==> src/rtl/mac_seq_ctrl.sv <==
// mac_seq_ctrl: sequences one dot-product job over the mac datapath.
// Issues consecutive operand-buffer reads, feeds the running accumulator back
// as the mac psum one cycle later (buffer read latency), captures each mac
// result, and returns the final sum through a valid/ready handshake.
module mac_seq_ctrl #(
    parameter int ADDR_W = 8,
    parameter int LEN_W  = 8
) (
    input  logic              i_clk,
    input  logic              i_rst,
    input  logic              i_start,
    input  logic [1:0]        i_mode,
    input  logic [LEN_W-1:0]  i_len,
    input  logic [ADDR_W-1:0] i_base_addr,
    output logic              o_busy,
    output logic              o_err,
    output logic              o_rd_en,
    output logic [ADDR_W-1:0] o_rd_addr,
    output logic [1:0]        o_mac_mode,
    output logic [23:0]       o_mac_psum,
    input  logic [23:0]       i_mac_result,
    output logic              o_valid,
    input  logic              i_ready,
    output logic [23:0]       o_result
);

    typedef enum logic [1:0] {
        S_IDLE  = 2'd0,
        S_RUN   = 2'd1,
        S_DRAIN = 2'd2,
        S_DONE  = 2'd3
    } state_t;

    localparam logic [1:0] MODE_ILLEGAL = 2'd3;

    state_t            state, state_nxt;
    logic [1:0]        mode_q;
    logic [LEN_W-1:0]  len_q;
    logic [LEN_W-1:0]  cnt_q;
    logic [ADDR_W-1:0] addr_q;
    logic [23:0]       acc_q;
    logic              err_q;
    logic              dv_q;     // read data valid: rd_en delayed by the buffer latency

    logic accept;
    logic reject;
    logic last_issue;

    assign accept     = (state == S_IDLE) && i_start && (i_mode != MODE_ILLEGAL);
    assign reject     = (state == S_IDLE) && i_start && (i_mode == MODE_ILLEGAL);
    assign last_issue = (cnt_q == len_q - LEN_W'(1));

    // Next-state selection; i_start only matters in IDLE.
    always_comb begin
        state_nxt = state;
        case (state)
            S_IDLE: begin
                if (accept)
                    state_nxt = (i_len == '0) ? S_DONE : S_RUN;
            end
            S_RUN: begin
                if (last_issue)
                    state_nxt = S_DRAIN;
            end
            S_DRAIN: state_nxt = S_DONE;
            S_DONE: begin
                if (i_ready)
                    state_nxt = S_IDLE;
            end
            default: state_nxt = S_IDLE;
        endcase
    end

    // State register plus job context, read pointer and accumulator.
    always_ff @(posedge i_clk) begin
        if (i_rst) begin
            state  <= S_IDLE;
            mode_q <= '0;
            len_q  <= '0;
            cnt_q  <= '0;
            addr_q <= '0;
            acc_q  <= '0;
            err_q  <= 1'b0;
            dv_q   <= 1'b0;
        end else begin
            state <= state_nxt;
            err_q <= reject;
            dv_q  <= (state == S_RUN);

            if (accept) begin
                mode_q <= i_mode;
                len_q  <= i_len;
                addr_q <= i_base_addr;
                cnt_q  <= '0;
                acc_q  <= '0;
            end

            // Address wraps naturally at 2^ADDR_W.
            if (state == S_RUN) begin
                addr_q <= addr_q + ADDR_W'(1);
                cnt_q  <= cnt_q + LEN_W'(1);
            end

            // Mode returns to 0 together with the return to IDLE.
            if (state == S_DONE && i_ready)
                mode_q <= '0;

            // No saturation here; the mac owns any clamping.
            if (dv_q)
                acc_q <= i_mac_result;
        end
    end

    // Output decode: gate psum/address/result so they read 0 when not meaningful.
    always_comb begin
        o_busy     = (state != S_IDLE);
        o_err      = err_q;
        o_rd_en    = 1'b0;
        o_rd_addr  = '0;
        o_mac_mode = mode_q;
        o_mac_psum = '0;
        o_valid    = 1'b0;
        o_result   = '0;
        if (state == S_RUN) begin
            o_rd_en   = 1'b1;
            o_rd_addr = addr_q;
        end
        if (dv_q)
            o_mac_psum = acc_q;
        if (state == S_DONE) begin
            o_valid  = 1'b1;
            o_result = acc_q;
        end
    end

endmodule

==> config.mk <==
export PLATFORM = sky130hd
export DESIGN_NAME = mac_seq_ctrl
export DESIGN_NICKNAME = d
export VERILOG_FILES = /design/src/rtl/mac_seq_ctrl.sv
export SDC_FILE = /design/constraint.sdc
export NUM_CORES = 1
export LEC_CHECK = 0
export BUFFER_PORTS_ARGS = -buffer_cell sky130_fd_sc_hd__buf_2
export CORE_ASPECT_RATIO = 0.8
export CORE_MARGIN = 2
export CORE_UTILIZATION = 54
export DETAILED_ROUTE_END_ITERATION = 10
export GPL_ROUTABILITY_DRIVEN = 0
export PLACE_DENSITY_LB_ADDON = 0.25
export SLEW_MARGIN = 30
export SYNTH_ARGS = -nofsm -noshare
export SYNTH_HDL_FRONTEND = slang
export SYNTH_SLANG_ARGS = --single-unit
==> constraint.sdc <==
create_clock -name i_clk -period 3.84 [get_ports i_clk]
set_clock_uncertainty 0.2 [all_clocks]
set_input_delay 0.576 -clock i_clk [delete_from_list [all_inputs] [get_ports i_clk]]
set_output_delay 0.576 -clock i_clk [all_outputs]
set_load 0.01 [all_outputs]
# ---- Word level (Yosys, flattened, before mapping)
# Index checks and enable logic that the tools add are counted.
dict set report op_classes {
  n_addsub 3
  n_eq_ne 9
  mux 16
  n_reduce_logical 11
}
# op count
set op_table {}
lappend op_table {{24-bit 2-to-1 mux} 4}
lappend op_table {{8-bit 2-to-1 mux} 5}
lappend op_table {{8-bit by 1-bit adder with 8-bit output (second input constant)} 2}
lappend op_table {{8-bit equality test} 1}
lappend op_table {{8-bit logical NOT} 1}
lappend op_table {{2-bit 2-to-1 mux} 4}
lappend op_table {{2-bit != test (second input constant)} 4}
lappend op_table {{2-bit one-hot mux with 4 select lines} 1}
lappend op_table {{8-bit by 1-bit subtractor with 8-bit output (second input constant)} 1}
lappend op_table {{2-bit equality test (second input constant)} 3}
lappend op_table {{2-bit nonzero test} 3}
lappend op_table {{1-bit logical AND} 4}
lappend op_table {{3-bit AND reduction} 1}
lappend op_table {{2-bit by 1-bit equality test with 1-bit output (second input constant)} 1}
lappend op_table {{2-bit logical NOT} 1}
lappend op_table {{1-bit 2-to-1 mux} 2}
lappend op_table {{2-bit OR reduction} 1}
dict set report totals {
  regBits 54
  in_bits 46
  output_inout_bits 62
  wordCells 47
}

# ---- Logic depth before layout (Yosys ltp)
# Gate-level depths: netlist (run 1).
dict set report depth {
  ltp_word 5
  mapped_depth 10
  depth_no_buf 8
}

# ---- Worst setup path before layout (run 1)
# No wires, ideal clock.
dict set report synth_path {
  path_kind {register to register}
  start {reg len_q[0]}
  end {reg state[1]}
  setup_ns 0.121
  t_arrival_ns 1.801
  t_required_ns 3.519
  path_slack_ns 1.718
  path_stages_with_launch 11
  path_buffers 2
  synth_period_minus_slack_ns 2.122
  path_cell_list {dfxtp_1 buf_2 inv_1 ha_1 buf_2 xnor2_1 and4b_1 a41oi_1 nand2_1 a41oi_2 mux2_4}
}
dict set report synth_via {
  elab_chain_len 4
}
# item line_no
set synth_rtl {}
lappend synth_rtl {{start: declaration} 38} ;# logic [LEN_W-1:0] len_q;
lappend synth_rtl {{start signal: assignment} 92} ;# len_q <= i_len;
lappend synth_rtl {{8-bit by 1-bit subtractor with 8-bit output} 51} ;# assign last_issue = (cnt_q == len_q - LEN_W'(1));
lappend synth_rtl {{8-bit equality test} 51}
lappend synth_rtl {{2-bit != test (no source line)} -}
lappend synth_rtl {{3-bit AND reduction (no source line)} -}
lappend synth_rtl {{end signal: assignment} 86} ;# state <= state_nxt;
lappend synth_rtl {{end: declaration} 36} ;# state_t state, state_nxt;
# Every way passes these cells.
# A chain may end at the register's enable or synchronous reset.

# ---- Worst setup path after layout (run 1)
dict set report layout_path {
  start {reg state[0]}
  end {out o_result[0]}
}
dict set report layout_via {
  elab_chain_len 2
}
# item line_no
set layout_rtl {}
lappend layout_rtl {{2-bit equality test} 130} ;# if (state == S_DONE) begin
lappend layout_rtl {{24-bit 2-to-1 mux} 130}
lappend layout_rtl {{end: declaration} 24} ;# output logic [23:0] o_result
# Every way passes these cells.

==> flow_metrics.tcl, run 1 <==
set metrics [dict create \
    outcome "finished clean" \
    start_kind "register" \
    post_cts_resized 0 \
    nFillCells 465 \
    grt_usage 0.235 \
    cts.sinks 54 \
    hold_path_class "register to register" \
    drc 0 \
    grt_first_pass_wirelength_um 11900 \
    fp.coreArea_um2 5440 \
    grt_pass1_vias 2679 \
    path_buf_inv 1 \
    synth.avg_cell_area_um2 7.45 \
    cts_hold_buffers 0 \
    ys_ff_latch 54 \
    path_delay_family "adder cells" \
    cts_tree "done" \
    seq_area_um2 1080 \
    die-area_um2 6250 \
    finalHoldViolCount 0 \
    wirelength_um 7380 \
    num_rows 24 \
    die_w_um 87.9 \
    fin_area_um2 3700 \
    syn-num-nets 462 \
    synth_seq_area_share 0.356 \
    synth_edf_count 0 \
    cts.htree.levels 2 \
    n_antenna_cell 0 \
    cp-end-kind "output pin" \
    leakage_nw 1.73 \
    post-synth-top-count-cell "nor2_1" \
    setup_viol 0 \
    power_density_nw_per_um2 449 \
    p_total_mw 1.66 \
    dpl.hpwl_um 5290 \
    cts_max_path_buffers 2 \
    area_growth_pct 21.8 \
    netlist_instances 408 \
    yosysTopAreaCell "dfxtp_1" \
    critPathSlowestCell "ha_1" \
    max_slew_margin 0.445 \
    final_max_slew_viol_count 0 \
    grt-ovfl-total 0 \
    dp_cells 570 \
    clock.fmax_ghz 0.391 \
    ir_drop_mv 0.255 \
    fin_crit_ps 2560 \
    cts_root_buf "clkbuf_8" \
    cp_slowest_stage_delay_ps 720 \
    start_util 0.559 \
    placed_area_um2 3600 \
    fin_cells 578 \
    cp.required_ps 3060 \
    multi_input_area_um2 1820 \
    synth_ff_type "dfxtp_1" \
    netlist_area_um2 3040 \
    rsz0062_at_grt "false" \
    synth_common_cells "65 x nor2_1, 61 x a21oi_1, 56 x and2_1" \
    grt_start_max_net_pins 73 \
    io_pins 108 \
    final_util 0.681 \
    nNetsFinal 553 \
    criticalPathCategory "register to output pin" \
    cp.arrival_ps 1780 \
    crit_chain "ha_1, and2_1, buf_2" \
    maxCapViolCount 0 \
    die_h_um 71.1 \
    cp_max_fo 28 \
    layout-drive-gt1-share 0.258 \
    post_cts_buffers 0 \
    ys_types 43 \
    wl_per_cell_um 12.8 \
    yosys_warnings 0 \
    tns_ps 0 \
    vias_per_cell 5.21 \
    clk_latency_ps 310 \
    numCtsBuffers 5 \
    vias 3010 \
    antenna_found_initial 0 \
    ant_nets 0 \
    path_clk_slew_ps 90 \
    yosys.area.top_type_share 0.356 \
    first_pass_iters 4 \
    drt_iter0_markers 118 \
    port_buffers 107 \
    tightest_slew_ps 832 \
    finalCritPeriodShare 0.667 \
    ys_top_cells_by_area "dfxtp_1 36%, and2_1 12%, a21oi_1 10%, nor2_1 8.0%, nand2_1 6.2%" \
    async_flop_share 0 \
]
tightest hold or removal path: cells and delay by family (launching register included):
kind               cells  cell delay [ps]
AOI/OAI and AO/OA      1               60
DFF                    1              330
and+or+nand+nor        1               60
cell families after synthesis:
group	after synthesis	share of synthesized area
xor gates and xnor gates	11	0.0317
buffers and inverters	36	0.0465
DFF	54	0.356
AOI/OAI and AO/OA	88	0.178
muxes	3	0.0115
adders and majority gates	8	0.0329
and+or+nand+nor	208	0.343
through the flow:
stage               setup slack, ps  hold WS, ps
finish                         1280          288
global route                   1090          294
CTS                            1260          287
detailed placement             1340          274
global placement               1420          267
floorplan                      1720          250
metal layers:
| metal | up-vias | track usage | routed length [µm] |
|---|---|---|---|
| li1 | 1543 | - | - |
| met1 | 1350 | 0.323 | 3410 |
| met2 | 104 | 0.380 | 3410 |
| met3 | 13 | 0.0397 | 448 |
| met4 | 0 | 0.0684 | 107 |
| met5 | - | 0 | 0 |
final timing paths:
path                            slack [ps]      from  depth (start not counted)     endpoint
worst max-delay path                  1280  state[0]                          3  o_result[0]
worst min-delay path                   290  len_q[7]                          2     len_q[7]
worst max register to register        1300  state[1]                          7     cnt_q[7]
worst min register to register         290  len_q[7]                          2     len_q[7]
cell type report:
type	count	area share
tap	78	0.0264
clock buffer	7	0.0206
inverter	9	0.00912
timing repair buffer	111	0.153
sequential	54	0.292
clock inverter	1	0.00811
multi-input combinational	318	0.491
layout by cell type (no fill, tap or decap), drive strengths merged, types with 3 or more instances in the layout:
cell and n:
buf 111, nor2 65, a21oi 62, and2 56, dfxtp 54, nand2 50, xnor2 11, inv 9
nand3 9, ha 8, clkbuf 7, a211oi 5, nand2b 5, and3 4, nor3 4, a221oi 4
nor4 4, o21bai 3, o21ai 3
state kept, by name, indices dropped and copies added (netlist names):
signal and count:
o_mac_mode 2, cnt_q 8, o_err 1, dv_q 1, state 2, acc_q 24, addr_q 8, len_q 8
power breakdown:
part           leakage (nW)  switching, mW  internal, mW
Clock                0.0524          0.181         0.195
Sequential            0.440         0.0779         0.634
Combinational          1.24          0.348         0.226
No activity file was read; power rests on OpenSTA's default activity.
==> inputs of run 2 (changes only) <==
--- a/config.mk
+++ b/config.mk
@@ -8,7 +8,7 @@
 export BUFFER_PORTS_ARGS = -buffer_cell sky130_fd_sc_hd__buf_2
 export CORE_ASPECT_RATIO = 0.8
 export CORE_MARGIN = 2
-export CORE_UTILIZATION = 54
+export CORE_UTILIZATION = 50
 export DETAILED_ROUTE_END_ITERATION = 10
 export GPL_ROUTABILITY_DRIVEN = 0
 export PLACE_DENSITY_LB_ADDON = 0.25
==> constraint.sdc (replaced) <==
create_clock -name i_clk -period 2.59 [get_ports i_clk]
set_clock_uncertainty 0.2 [all_clocks]
set_input_delay 0.3885 -clock i_clk [delete_from_list [all_inputs] [get_ports i_clk]]
set_output_delay 0.3885 -clock i_clk [all_outputs]
set_load 0.01 [all_outputs]
==> run 2 against run 1 <==
  * Sequential share of layout area fell by 0.37 points
  * Die area rose by 7.6%
  * Register-to-register slack got worse by 970 ps
  * Hold slack got worse by 180 ps
  * Global-route usage fell by 1.8 points
  * Design area rose by 1.3%
  * Setup slack got worse by 980 ps
  * Sequential cell count did not move
  * Combinational power rose by 45%
  * Clock-buffer cell count fell by 1
  * Clock power rose by 53%
  * Sequential power rose by 54%
  * Highest routed layer unchanged
==> flow_metrics.tcl, run 2 (synthesis results as in run 1) <==
set metrics [dict create \
    outcome "finished clean" \
    nFillCells 567 \
    drc 0 \
    tightest_slew_ps 775 \
    numCtsBuffers 5 \
    largest_register_ffs 24 \
    area_growth_pct 23.4 \
    final_common_cell "buf_2" \
    cts.sinks 54 \
    cp-end-kind "output pin" \
    criticalPathCategory "register to output pin" \
    cts.htree.levels 2 \
    num_rows 25 \
    power_density_nw_per_um2 668 \
    most-common-layout-cells "107 x buf_2, 65 x nor2_1, 61 x a21oi_1, 56 x and2_1, 53 x dfxtp_1" \
    fin_crit_ps 2290 \
    start_kind "register" \
    ir_drop_mv 0.381 \
    maxCapViolCount 0 \
    grt-ovfl-total 0 \
    path_clk_slew_ps 90 \
    n_antenna_cell 0 \
    clock.fmax_ghz 0.437 \
    start_util 0.517 \
    ant_nets 0 \
    first_pass_iters 7 \
    cp_max_fo 37 \
    tns_ps 0 \
    finalCritPeriodShare 0.884 \
    post_cts_resized 0 \
    dpl.hpwl_um 5510 \
    layout-drive-gt1-share 0.268 \
    drt_iter0_markers 119 \
    grt_pass1_vias 2666 \
    nNetsFinal 558 \
    grt_start_max_net_pins 54 \
    wirelength_um 7470 \
    die-area_um2 6720 \
    leakage_nw 1.76 \
    cts_max_path_buffers 2 \
    final_max_slew_viol_count 0 \
    io_pins 108 \
    regMostFlops "acc_q" \
    p_total_mw 2.50 \
    hold_path_class "input pin to register" \
    max_slew_margin 0.483 \
    wl_per_cell_um 12.8 \
    dp_cells 578 \
    die_w_um 91.2 \
    post_cts_buffers 0 \
    vias 2996 \
    cp.required_ps 2000 \
    finalHoldViolCount 0 \
    setup_viol 0 \
    fin_cells 585 \
    cts_hold_buffers 0 \
    rsz0062_at_grt "false" \
    cts_root_buf "clkbuf_8" \
    clk_latency_ps 300 \
    antenna_found_initial 0 \
    cp.arrival_ps 1700 \
    fp.coreArea_um2 5880 \
    grt_first_pass_wirelength_um 12000 \
    port_buffers 107 \
    grt_usage 0.218 \
    vias_per_cell 5.12 \
    die_h_um 73.7 \
    cts_tree "done" \
]
run 2: cell types whose count changed in the layout (fill, tap and decap cells not counted), sizes merged:
cell,before,now
clkbuf,7,6
buf,111,116
run 2: path summary, 6_finish.rpt:
kind               startpoint      endpoint  slack (ps)  cells past startpoint
max                  state[1]  o_rd_addr[6]         300                      5
min          i_mac_result[17]     acc_q[17]         110                      3
max reg2reg          len_q[0]      state[1]         330                      8
min reg2reg          len_q[7]      len_q[7]         310                      2
run 2: metal layers:
layer	GRT usage	share of wire	vias up
met1	0.297	0.46	1355
met3	0.0400	0.071	4
met5	0	0	-
met4	0.0488	0.0056	0
li1	-	-	1543
met2	0.362	0.46	94
run 2: cell type report:
type / count / area (µm²) / share of cell area
Clock buffer: 6 / 82.6 / 0.0220
Clock inverter: 1 / 30.0 / 0.00801
Inverter: 9 / 33.8 / 0.00901
Multi-Input combinational cell: 318 / 1820 / 0.484
Sequential cell: 54 / 1080 / 0.289
Tap cell: 81 / 101 / 0.0270
Timing Repair Buffer: 116 / 603 / 0.161
run 2: power breakdown:
part	switching [mW]	internal (mW)
logic	0.475	0.355
clock network	0.265	0.310
registers	0.160	0.941
run 2: worst max-delay path, cell delays in order, from the launching register on:
cell and delay, ps:
dfxtp_1 340, inv_1 120, ha_1 270, buf_4 350
and2_1 190, buf_2 130
run 2: per-stage QoR:
| step | util | area, µm² | hold WS, ps | worst slack (ps) |
|---|---|---|---|---|
| after floorplan | - | 3040 | 250 | 468 |
| after global placement | 0.619 | 3640 | 273 | 419 |
| after detailed placement | 0.619 | 3640 | 285 | 334 |
| after CTS | 0.638 | 3750 | 104 | 313 |
| after global routing | 0.638 | 3750 | 117 | 165 |
| final | 0.638 | 3750 | 112 | 301 |
